**src/rtl/tick_reset_gen_pkg.sv**
```systemverilog
// Shared defaults and types for the tick/reset sequencer.
package tick_reset_gen_pkg;

  localparam int unsigned NUM_CH_DEF    = 32'd2;
  localparam int unsigned DIV_W_DEF     = 32'd16;
  localparam int unsigned DELAY_BIT_DEF = 32'd15;
  localparam int unsigned DB_BITS_DEF   = 32'd16;

  typedef logic [DIV_W_DEF-1:0] div_t;

  localparam div_t DIV_INIT_DEF = 16'd500;

  // A load always arms the shadow; otherwise a pending update is consumed at the wrap.
  function automatic logic pend_next(input logic pend, input logic wrap, input logic load);
    return load | (pend & ~wrap);
  endfunction

endpackage

```
**src/rtl/tick_chan.sv**
```systemverilog
// One tick channel: wrap counter, active/shadow divisor, tick pulse and half-rate square wave.
module tick_chan
  import tick_reset_gen_pkg::*;
#(
  parameter int unsigned DIV_W    = DIV_W_DEF,
  parameter int unsigned DIV_INIT = DIV_INIT_DEF
) (
  input  logic             clk,
  input  logic             clr,
  input  logic [DIV_W-1:0] div_in,
  input  logic             div_load,
  output logic             tick_out,
  output logic             half_out
);

  localparam logic [DIV_W-1:0] INIT_V  = DIV_W'(DIV_INIT);
  localparam logic [DIV_W-1:0] CNT_ONE = {{(DIV_W-1){1'b0}}, 1'b1};

  logic [DIV_W-1:0] cnt_r;
  logic [DIV_W-1:0] div_act_r;
  logic [DIV_W-1:0] div_sh_r;
  logic             pend_r;
  logic             tick_r;
  logic             half_r;

  logic             wrap_s;
  logic [DIV_W-1:0] cnt_d;
  logic [DIV_W-1:0] act_d;
  logic [DIV_W-1:0] sh_d;
  logic             pend_d;
  logic             half_d;

  // Next-state: the active divisor only changes at a wrap, so a period is never cut short
  always_comb begin
    wrap_s = (cnt_r == div_act_r);
    cnt_d  = cnt_r + CNT_ONE;
    act_d  = div_act_r;
    sh_d   = div_sh_r;
    half_d = half_r;
    if (wrap_s) begin
      cnt_d  = {DIV_W{1'b0}};
      half_d = ~half_r;
      if (pend_r) begin
        act_d = div_sh_r;
      end else begin
        act_d = div_act_r;
      end
    end else begin
      cnt_d  = cnt_r + CNT_ONE;
      half_d = half_r;
    end
    if (div_load) begin
      sh_d = div_in;
    end else begin
      sh_d = div_sh_r;
    end
    pend_d = pend_next(pend_r, wrap_s, div_load);
  end

  // Channel state register with synchronous clear
  always_ff @(posedge clk) begin
    if (clr) begin
      cnt_r     <= {DIV_W{1'b0}};
      div_act_r <= INIT_V;
      div_sh_r  <= INIT_V;
      pend_r    <= 1'b0;
      tick_r    <= 1'b0;
      half_r    <= 1'b0;
    end else begin
      cnt_r     <= cnt_d;
      div_act_r <= act_d;
      div_sh_r  <= sh_d;
      pend_r    <= pend_d;
      tick_r    <= wrap_s;
      half_r    <= half_d;
    end
  end

  assign tick_out = tick_r;
  assign half_out = half_r;

endmodule

```
**src/rtl/tick_reset_gen.sv**
```systemverilog
// Multi-channel tick generator and button-driven reset stretcher for the LED panel tops.
// Define TICK_RESET_GEN_DEBOUNCE_EN to build the button debouncer; otherwise the synchronised button feeds clr directly.
module tick_reset_gen
  import tick_reset_gen_pkg::*;
#(
  parameter int unsigned NUM_CH    = NUM_CH_DEF,
  parameter int unsigned DIV_W     = DIV_W_DEF,
  parameter int unsigned DIV_INIT  = DIV_INIT_DEF,
  parameter int unsigned DELAY_BIT = DELAY_BIT_DEF,
  parameter int unsigned DB_BITS   = DB_BITS_DEF
) (
  input  logic                    clk,
  input  logic                    reset,
  input  logic                    btn_in,
  input  logic [NUM_CH*DIV_W-1:0] div_in,
  input  logic [NUM_CH-1:0]       div_load,
  output logic [NUM_CH-1:0]       tick_out,
  output logic [NUM_CH-1:0]       half_out,
  output logic                    rst_out,
  output logic                    ready_out
);

  localparam logic [DELAY_BIT:0] DCNT_ONE = {{DELAY_BIT{1'b0}}, 1'b1};

  logic btn_meta_r;
  logic btn_sync_r;
  logic btn_db_s;
  logic clr_s;

  logic [DELAY_BIT:0] dcnt_r;
  logic [DELAY_BIT:0] dcnt_d;
  logic               rst_r;
  logic               rst_d;
  logic               ready_r;

  // Two-flop synchroniser for the raw button
  always_ff @(posedge clk) begin
    if (reset) begin
      btn_meta_r <= 1'b0;
      btn_sync_r <= 1'b0;
    end else begin
      btn_meta_r <= btn_in;
      btn_sync_r <= btn_meta_r;
    end
  end

`ifdef TICK_RESET_GEN_DEBOUNCE_EN
  localparam logic [DB_BITS-1:0] DB_LAST = {DB_BITS{1'b1}};
  localparam logic [DB_BITS-1:0] DB_ONE  = {{(DB_BITS-1){1'b0}}, 1'b1};

  logic [DB_BITS-1:0] db_cnt_r;
  logic               btn_db_r;

  // Follow the synchronised button only after it has disagreed for a full window
  always_ff @(posedge clk) begin
    if (reset) begin
      db_cnt_r <= {DB_BITS{1'b0}};
      btn_db_r <= 1'b0;
    end else if (btn_sync_r != btn_db_r) begin
      if (db_cnt_r == DB_LAST) begin
        db_cnt_r <= {DB_BITS{1'b0}};
        btn_db_r <= btn_sync_r;
      end else begin
        db_cnt_r <= db_cnt_r + DB_ONE;
        btn_db_r <= btn_db_r;
      end
    end else begin
      db_cnt_r <= {DB_BITS{1'b0}};
      btn_db_r <= btn_db_r;
    end
  end

  assign btn_db_s = btn_db_r;
`else
  assign btn_db_s = btn_sync_r;
`endif

  assign clr_s = reset | btn_db_s;

  // Stretcher: count clean cycles after clr, saturating once the delay bit sets
  always_comb begin
    dcnt_d = dcnt_r;
    rst_d  = 1'b1;
    if (clr_s) begin
      dcnt_d = {(DELAY_BIT+1){1'b0}};
      rst_d  = 1'b1;
    end else if (dcnt_r[DELAY_BIT]) begin
      dcnt_d = dcnt_r;
      rst_d  = 1'b0;
    end else begin
      dcnt_d = dcnt_r + DCNT_ONE;
      rst_d  = 1'b1;
    end
  end

  // Stretcher state and registered reset/ready outputs
  always_ff @(posedge clk) begin
    if (reset) begin
      dcnt_r  <= {(DELAY_BIT+1){1'b0}};
      rst_r   <= 1'b1;
      ready_r <= 1'b0;
    end else begin
      dcnt_r  <= dcnt_d;
      rst_r   <= rst_d;
      ready_r <= ~rst_d;
    end
  end

  assign rst_out   = rst_r;
  assign ready_out = ready_r;

  for (genvar gi = 0; gi < NUM_CH; gi++) begin : g_chan
    tick_chan #(
      .DIV_W    (DIV_W),
      .DIV_INIT (DIV_INIT)
    ) u_chan (
      .clk      (clk),
      .clr      (clr_s),
      .div_in   (div_in[gi*DIV_W +: DIV_W]),
      .div_load (div_load[gi]),
      .tick_out (tick_out[gi]),
      .half_out (half_out[gi])
    );
  end

endmodule

```
**config.mk**
```make
export PLATFORM = sky130hd
export DESIGN_NAME = tick_reset_gen
export DESIGN_NICKNAME = d
export VERILOG_FILES = /design/src/rtl/tick_reset_gen_pkg.sv /design/src/rtl/tick_chan.sv /design/src/rtl/tick_reset_gen.sv
export SDC_FILE = /design/constraint.sdc
export NUM_CORES = 1
export LEC_CHECK = 0
export CAP_MARGIN = 40
export CORE_MARGIN = 2
export CORE_UTILIZATION = 57
export CTS_BUF_LIST = sky130_fd_sc_hd__clkbuf_16
export DETAILED_ROUTE_END_ITERATION = 8
export PLACE_DENSITY_LB_ADDON = 0.05
export SYNTH_ARGS = -nofsm -noshare
export SYNTH_HDL_FRONTEND = slang
export SYNTH_SLANG_ARGS = --single-unit
```
**constraint.sdc**
```tcl
create_clock -name clk -period 2.6 [get_ports clk]
set_input_delay 0.65 -clock clk [delete_from_list [all_inputs] [get_ports clk]]
set_output_delay 0.65 -clock clk [all_outputs]
set_load 0.02 [all_outputs]
```
Word-level counts from Yosys, hierarchy flattened
Cells that the tools add are included.
Widths: inputs -> output; s select.
- reductions and logical operators: 5
- mux-type cells: 3
- eq/ne operators: 2
- bitwise gates (word level): 10
- add/subtract/negate cells: 3
- operators with widths (operator ; number):
    $add 16x1->16 const B ; 3
    $eq 16x16->1 ; 2
    $mux 16 ; 1
    $reduce_or 2->1 ; 3
    $not 1->1 ; 5
    $reduce_and 2->1 ; 2
    $or 1x1->1 ; 3
    $and 1x1->1 ; 2
    $mux 1 ; 2
- bits of input ports: 37
- bits in registers: 122
- logic and storage cells: 41

Depth between registers and ports, before layout
- depth in word-level cells: 4
- mapped depth: 8
- mapped depth without buffers: 6

Modules after synthesis
Synthesis repeated with hierarchy kept, for this count alone.
- cells, all modules: 537
- area total of the unflattened synthesis: 5207.5 um^2
- modules (own cells, without submodules) (module ; area each (um^2) ; sequential area each (um^2) ; instances ; cells an instance):
    tick_chan ; 2192.1 ; 1021.0 ; 2 ; 225
    tick_reset_gen ; 823.3 ; 400.4 ; 1 ; 87

Least setup slack after synthesis
No wires, ideal clock.
- path kind: input to register
- start point: input div_load[0]
- end point: register g_chan[0].u_chan.div_sh_r[5]
- required time: 2.471 ns
- path slack: 0.908 ns
- data arrival time: 1.562 ns
- cell stages on the path: 4
- path through: clkbuf_1 > buf_2 > mux2i_1 > nand2_1
- RTL lines (item ; RTL line ; text):
    from (decl) ; tick_reset_gen.sv:16 ; input logic [NUM_CH-1:0] div_load,
    to (signal assigned) ; tick_chan.sv:65 ; div_sh_r <= INIT_V;
    to (signal assigned) ; tick_chan.sv:72 ; div_sh_r <= sh_d;
    to (decl) ; tick_chan.sv:21 ; logic [DIV_W-1:0] div_sh_r;

Final worst setup path
- start point: register g_chan[0].u_chan.cnt_r[5]
- end point: register g_chan[0].u_chan.div_act_r[1]
- longest elaborated chain between the ends: 2
- RTL lines (item ; RTL line ; text):
    from (decl) ; tick_chan.sv:19 ; logic [DIV_W-1:0] cnt_r;
    from (signal assigned) ; tick_chan.sv:63 ; cnt_r <= {DIV_W{1'b0}};
    from (signal assigned) ; tick_chan.sv:70 ; cnt_r <= cnt_d;
    $eq 16x16->1 ; tick_chan.sv:35 ; wrap_s = (cnt_r == div_act_r);
    $reduce_and 2->1 (no source line) ; - ;
    to (signal assigned) ; tick_chan.sv:71 ; div_act_r <= act_d;
    to (decl) ; tick_chan.sv:20 ; logic [DIV_W-1:0] div_act_r;
No other way between the ends.
A chain may end at the register's enable or synchronous reset.

==> metrics.md <==
| Metric | Value |
|---|---|
| First-pass GRT wire length | 17300 microns |
| Die area | 0.00964 sq mm |
| GRT Overall Usage | 22.5% |
| Die X | 98.2 microns |
| CP Capture Type | register |
| Crit Path Max Fanout | 11 |
| Die height | 98.2 microns |
| Yosys top cell by area | dfxtp_1 |
| R2r setup slk | 0.52 ns |
| End of the critical path | g_chan[0].u_chan.div_act_r[1] |
| Sequential area share after synthesis | 48.3% |
| Vias post-DR | 3735 |
| Std cell rows | 34 |
| Worst Skew | 0.0151 ns |
| Root Buffer | clkbuf_16 |
| Synthesized flop and latch total | 122 |
| CP Cell Sequence | xor2_1, nor4_1, nand4_1, buf_4, o21ai_1, a21oi_1 |
| Clock sinks | 122 |
| Core Region | 0.00868 sq mm |
| Setup TNS | 0 ns |
| Pwr Density | 743 mW/mm^2 |
| LEAKAGE | 2.31 nW |
| Slowest cell on crit path | nand4_1 |
| MaxCap Viol Count | 0 |
| H-tree depth | 4 |
| Antenna cells | 0 |
| Placer Congestion | 0.823 |
| Post-DRT Antenna Nets | 0 |
| IO Count | 43 |
| Tightest Pin Transition | 0.641 ns |
| Final hold vios | 0 |
| Max incr delay on CP | 0.48 ns |
| Peak Freq | 0.481 GHz |
| Synth Cell Area | 0.00506 sq mm |
| Fin crit period | 2.08 ns |
| Netlist cell types | 32 |
| Worst endpoint data arrival time | 2.37 ns |
| Largest net degree at the start of global routing | 63 |
| RSZ-0062 raised after global routing | no |
| TritonCTS clock tree | yes |
| Routed wire per std cell | 14.4 microns |
| Clock latency on the worst-skew pair | 0.42 ns |
| Hold_sp | btn_meta_r |
| Clock Pin Slew Worst Setup and Hold Paths | 0.06 ns |
| Initial antenna violation count | 0 |
| Syn Nets | 588 |
| Number of global-route vias before repair | 3642 |
| # DRC | 0 |
| Post-Synthesis Cells | 548 |
| Initial Utilization | 58.3% |
| CP Class | register to register |
| Setup Fix Bufs, Post-CTS | 0 |
| Area share of the largest cell type after synthesis | 48.3% |
| Worst Path Required | 2.89 ns |
| Hold_ws | 0.457 ns |
| Yosys warns | 0 |
| VDD IR-drop max | 497 uV |
| DRT Pass-1 Iters | 5 |
| Final Cycle Share | 79.9% |
| P&R area growth vs syn | 19.9% |
| R2R cell count | 6 |
| DRT Wirelength | 10100 microns |
| R2r endpoint | g_chan[0].u_chan.div_act_r[1] |
| Top post-synthesis cells by area | dfxtp_1 (48%), xor2_1 (8.5%), mux2i_1 (6.5%) |
| Final Max Slew Viols | 0 |
| Global route overflow | 0 |
| Post_cts resized | 0 |
| Fin nets | 621 |
| Num CTS Buffers | 17 |
| R2R Path Start | g_chan[0].u_chan.cnt_r[5] |
| Avg Cell Area, Syn | 9.23 sq um |
| Post-DP HPWL | 6870 microns |
| Drt initial violations | 139 |
| Setup crit start | g_chan[0].u_chan.cnt_r[5] |
| Max-Slew Margin vs Limit | 57.3% |
| Clock Path Buffers | 2 |
| Layout cells sized above 1 | 8.92% |
| Final Setup Violations | 0 |
| DR vias/cell | 5.32 |
| IO Port Bufs | 42 |
| Hold Buf Count CTS | 0 |
| Outcome | finished clean |
| Worst Hold Class | register to register |
| Startpoint types | register |
==> final cells by class <==
| type | instances | area (sq um) |
|---|---|---|
| clock buffers | 17 | 425 |
| clock inverters | 15 | 166 |
| fillers | 704 | 2610 |
| inverters | 7 | 26.3 |
| multi-input cells | 382 | 2370 |
| flip-flops and latches | 122 | 2440 |
| well taps | 108 | 135 |
| repair buffers | 51 | 500 |
==> layout by cell type (no fill, tap or decap), types with 6 or more instances in the layout <==
| cell | synthesis | routed |
|---|---|---|
| buf_4 | 7 | 8 |
| clkdlybuf4s50_1 | 0 | 42 |
| nor2_1 | 86 | 85 |
| o21ai_1 | 32 | 32 |
| dfxtp_1 | 122 | 122 |
| nor4_2 | 6 | 6 |
| nand4_1 | 10 | 10 |
| a21oi_1 | 22 | 22 |
| mux2i_1 | 33 | 33 |
| clkbuf_16 | 0 | 17 |
| nand3_1 | 59 | 59 |
| xnor2_1 | 25 | 25 |
| nand2_1 | 24 | 24 |
| xor2_1 | 49 | 49 |
| inv_1 | 7 | 7 |
==> report_power, final <==
part	leakage [nW]	switching (W)	total, W	internal, W
clock network	0.287	0.000914	0.00234	0.00143
logic	1.03	0.000108	0.000214	0.000106
registers	0.992	0.0000331	0.00195	0.00191
==> metal layers <==
| metal | up-vias | global-route usage (%) | share of wire [%] |
|---|---|---|---|
| met5 | - | 0 | 0 |
| met3 | 11 | 7.16 | 3.9 |
| li1 | 1920 | - | - |
| met1 | 1742 | 31.9 | 51 |
| met2 | 62 | 32.9 | 44 |
| met4 | 0 | 7.27 | 1.1 |
==> cell families (layout without fill, tap and decap cells) <==
| kind of cell | Yosys count | after routing | share of synthesized area, % |
|---|---|---|---|
| adders and majority gates | 3 | 3 | 0.742 |
| buffers and inverters | 44 | 90 | 4.90 |
| xor gates and xnor gates | 75 | 75 | 13.1 |
| AOI/OAI and AO/OA | 56 | 56 | 5.59 |
| muxes | 33 | 33 | 6.53 |
| and+or+nand+nor | 215 | 215 | 20.8 |
| DFF | 122 | 122 | 48.3 |
==> worst max-delay path: cells and delay by family, from the launching register on <==
kind,cells,cell delay (ns)
simple gates,2,0.80
flops,1,0.47
buf+inv,1,0.36
compound gates,2,0.23
xor+xnor,1,0.10
==> registers in the layout, indices dropped and copies added (netlist names) <==
name                     flops
rst_out                      1
btn_meta_r                   1
g_chan.u_chan.half_out       2
dcnt_r                      16
g_chan.u_chan.div_act_r     32
g_chan.u_chan.div_sh_r      32
btn_db_s                     1
g_chan.u_chan.tick_out       2
g_chan.u_chan.cnt_r         32
g_chan.u_chan.pend_r         2
ready_out                    1
==> worst min path at each step <==
stage	to	slack (ns)	cells past startpoint
2_1_floorplan	btn_db_s	0.41	1
3_3_place_gp	btn_db_s	0.42	1
3_5_place_dp	btn_db_s	0.44	1
4_1_cts	btn_db_s	0.46	1
5_1_grt	btn_db_s	0.48	1
6_report	btn_db_s	0.46	1
==> synthesized netlist by cell type <==
| library cell | instances |
|---|---|
| a21oi_1 | 22 |
| a31oi_1 | 2 |
| and2_1 | 2 |
| and3_1 | 4 |
| and3b_1 | 1 |
| and4_1 | 5 |
| buf_12 | 1 |
| buf_2 | 8 |
| buf_4 | 7 |
| buf_6 | 4 |
| clkbuf_1 | 17 |
| dfxtp_1 | 122 |
| ha_1 | 3 |
| inv_1 | 7 |
| mux2i_1 | 33 |
| nand2_1 | 24 |
| nand2_2 | 2 |
| nand3_1 | 59 |
| nand3_2 | 1 |
| nand4_1 | 10 |
| nor2_1 | 86 |
| nor2b_1 | 3 |
| nor3_1 | 5 |
| nor3b_1 | 1 |
| nor4_1 | 4 |
| nor4_2 | 6 |
| o21ai_1 | 32 |
| or2_2 | 1 |
| or4b_1 | 1 |
| xnor2_1 | 25 |
| xor2_1 | 49 |
| xor2_2 | 1 |
==> per-stage QoR <==
stage	power, W	setup slack [ns]	std cells	utilization (%)	area [sq um]
floorplan	0.00211	0.908	548	-	5060
finish	0.00451	0.523	702	69.9	6060
global route	0.00465	0.210	702	69.9	6060
CTS	0.00453	0.514	702	69.9	6060
global placement	0.00219	0.532	670	63.1	5470
detailed placement	0.00220	0.486	670	63.1	5470
Power figures use the tool's default switching activity.
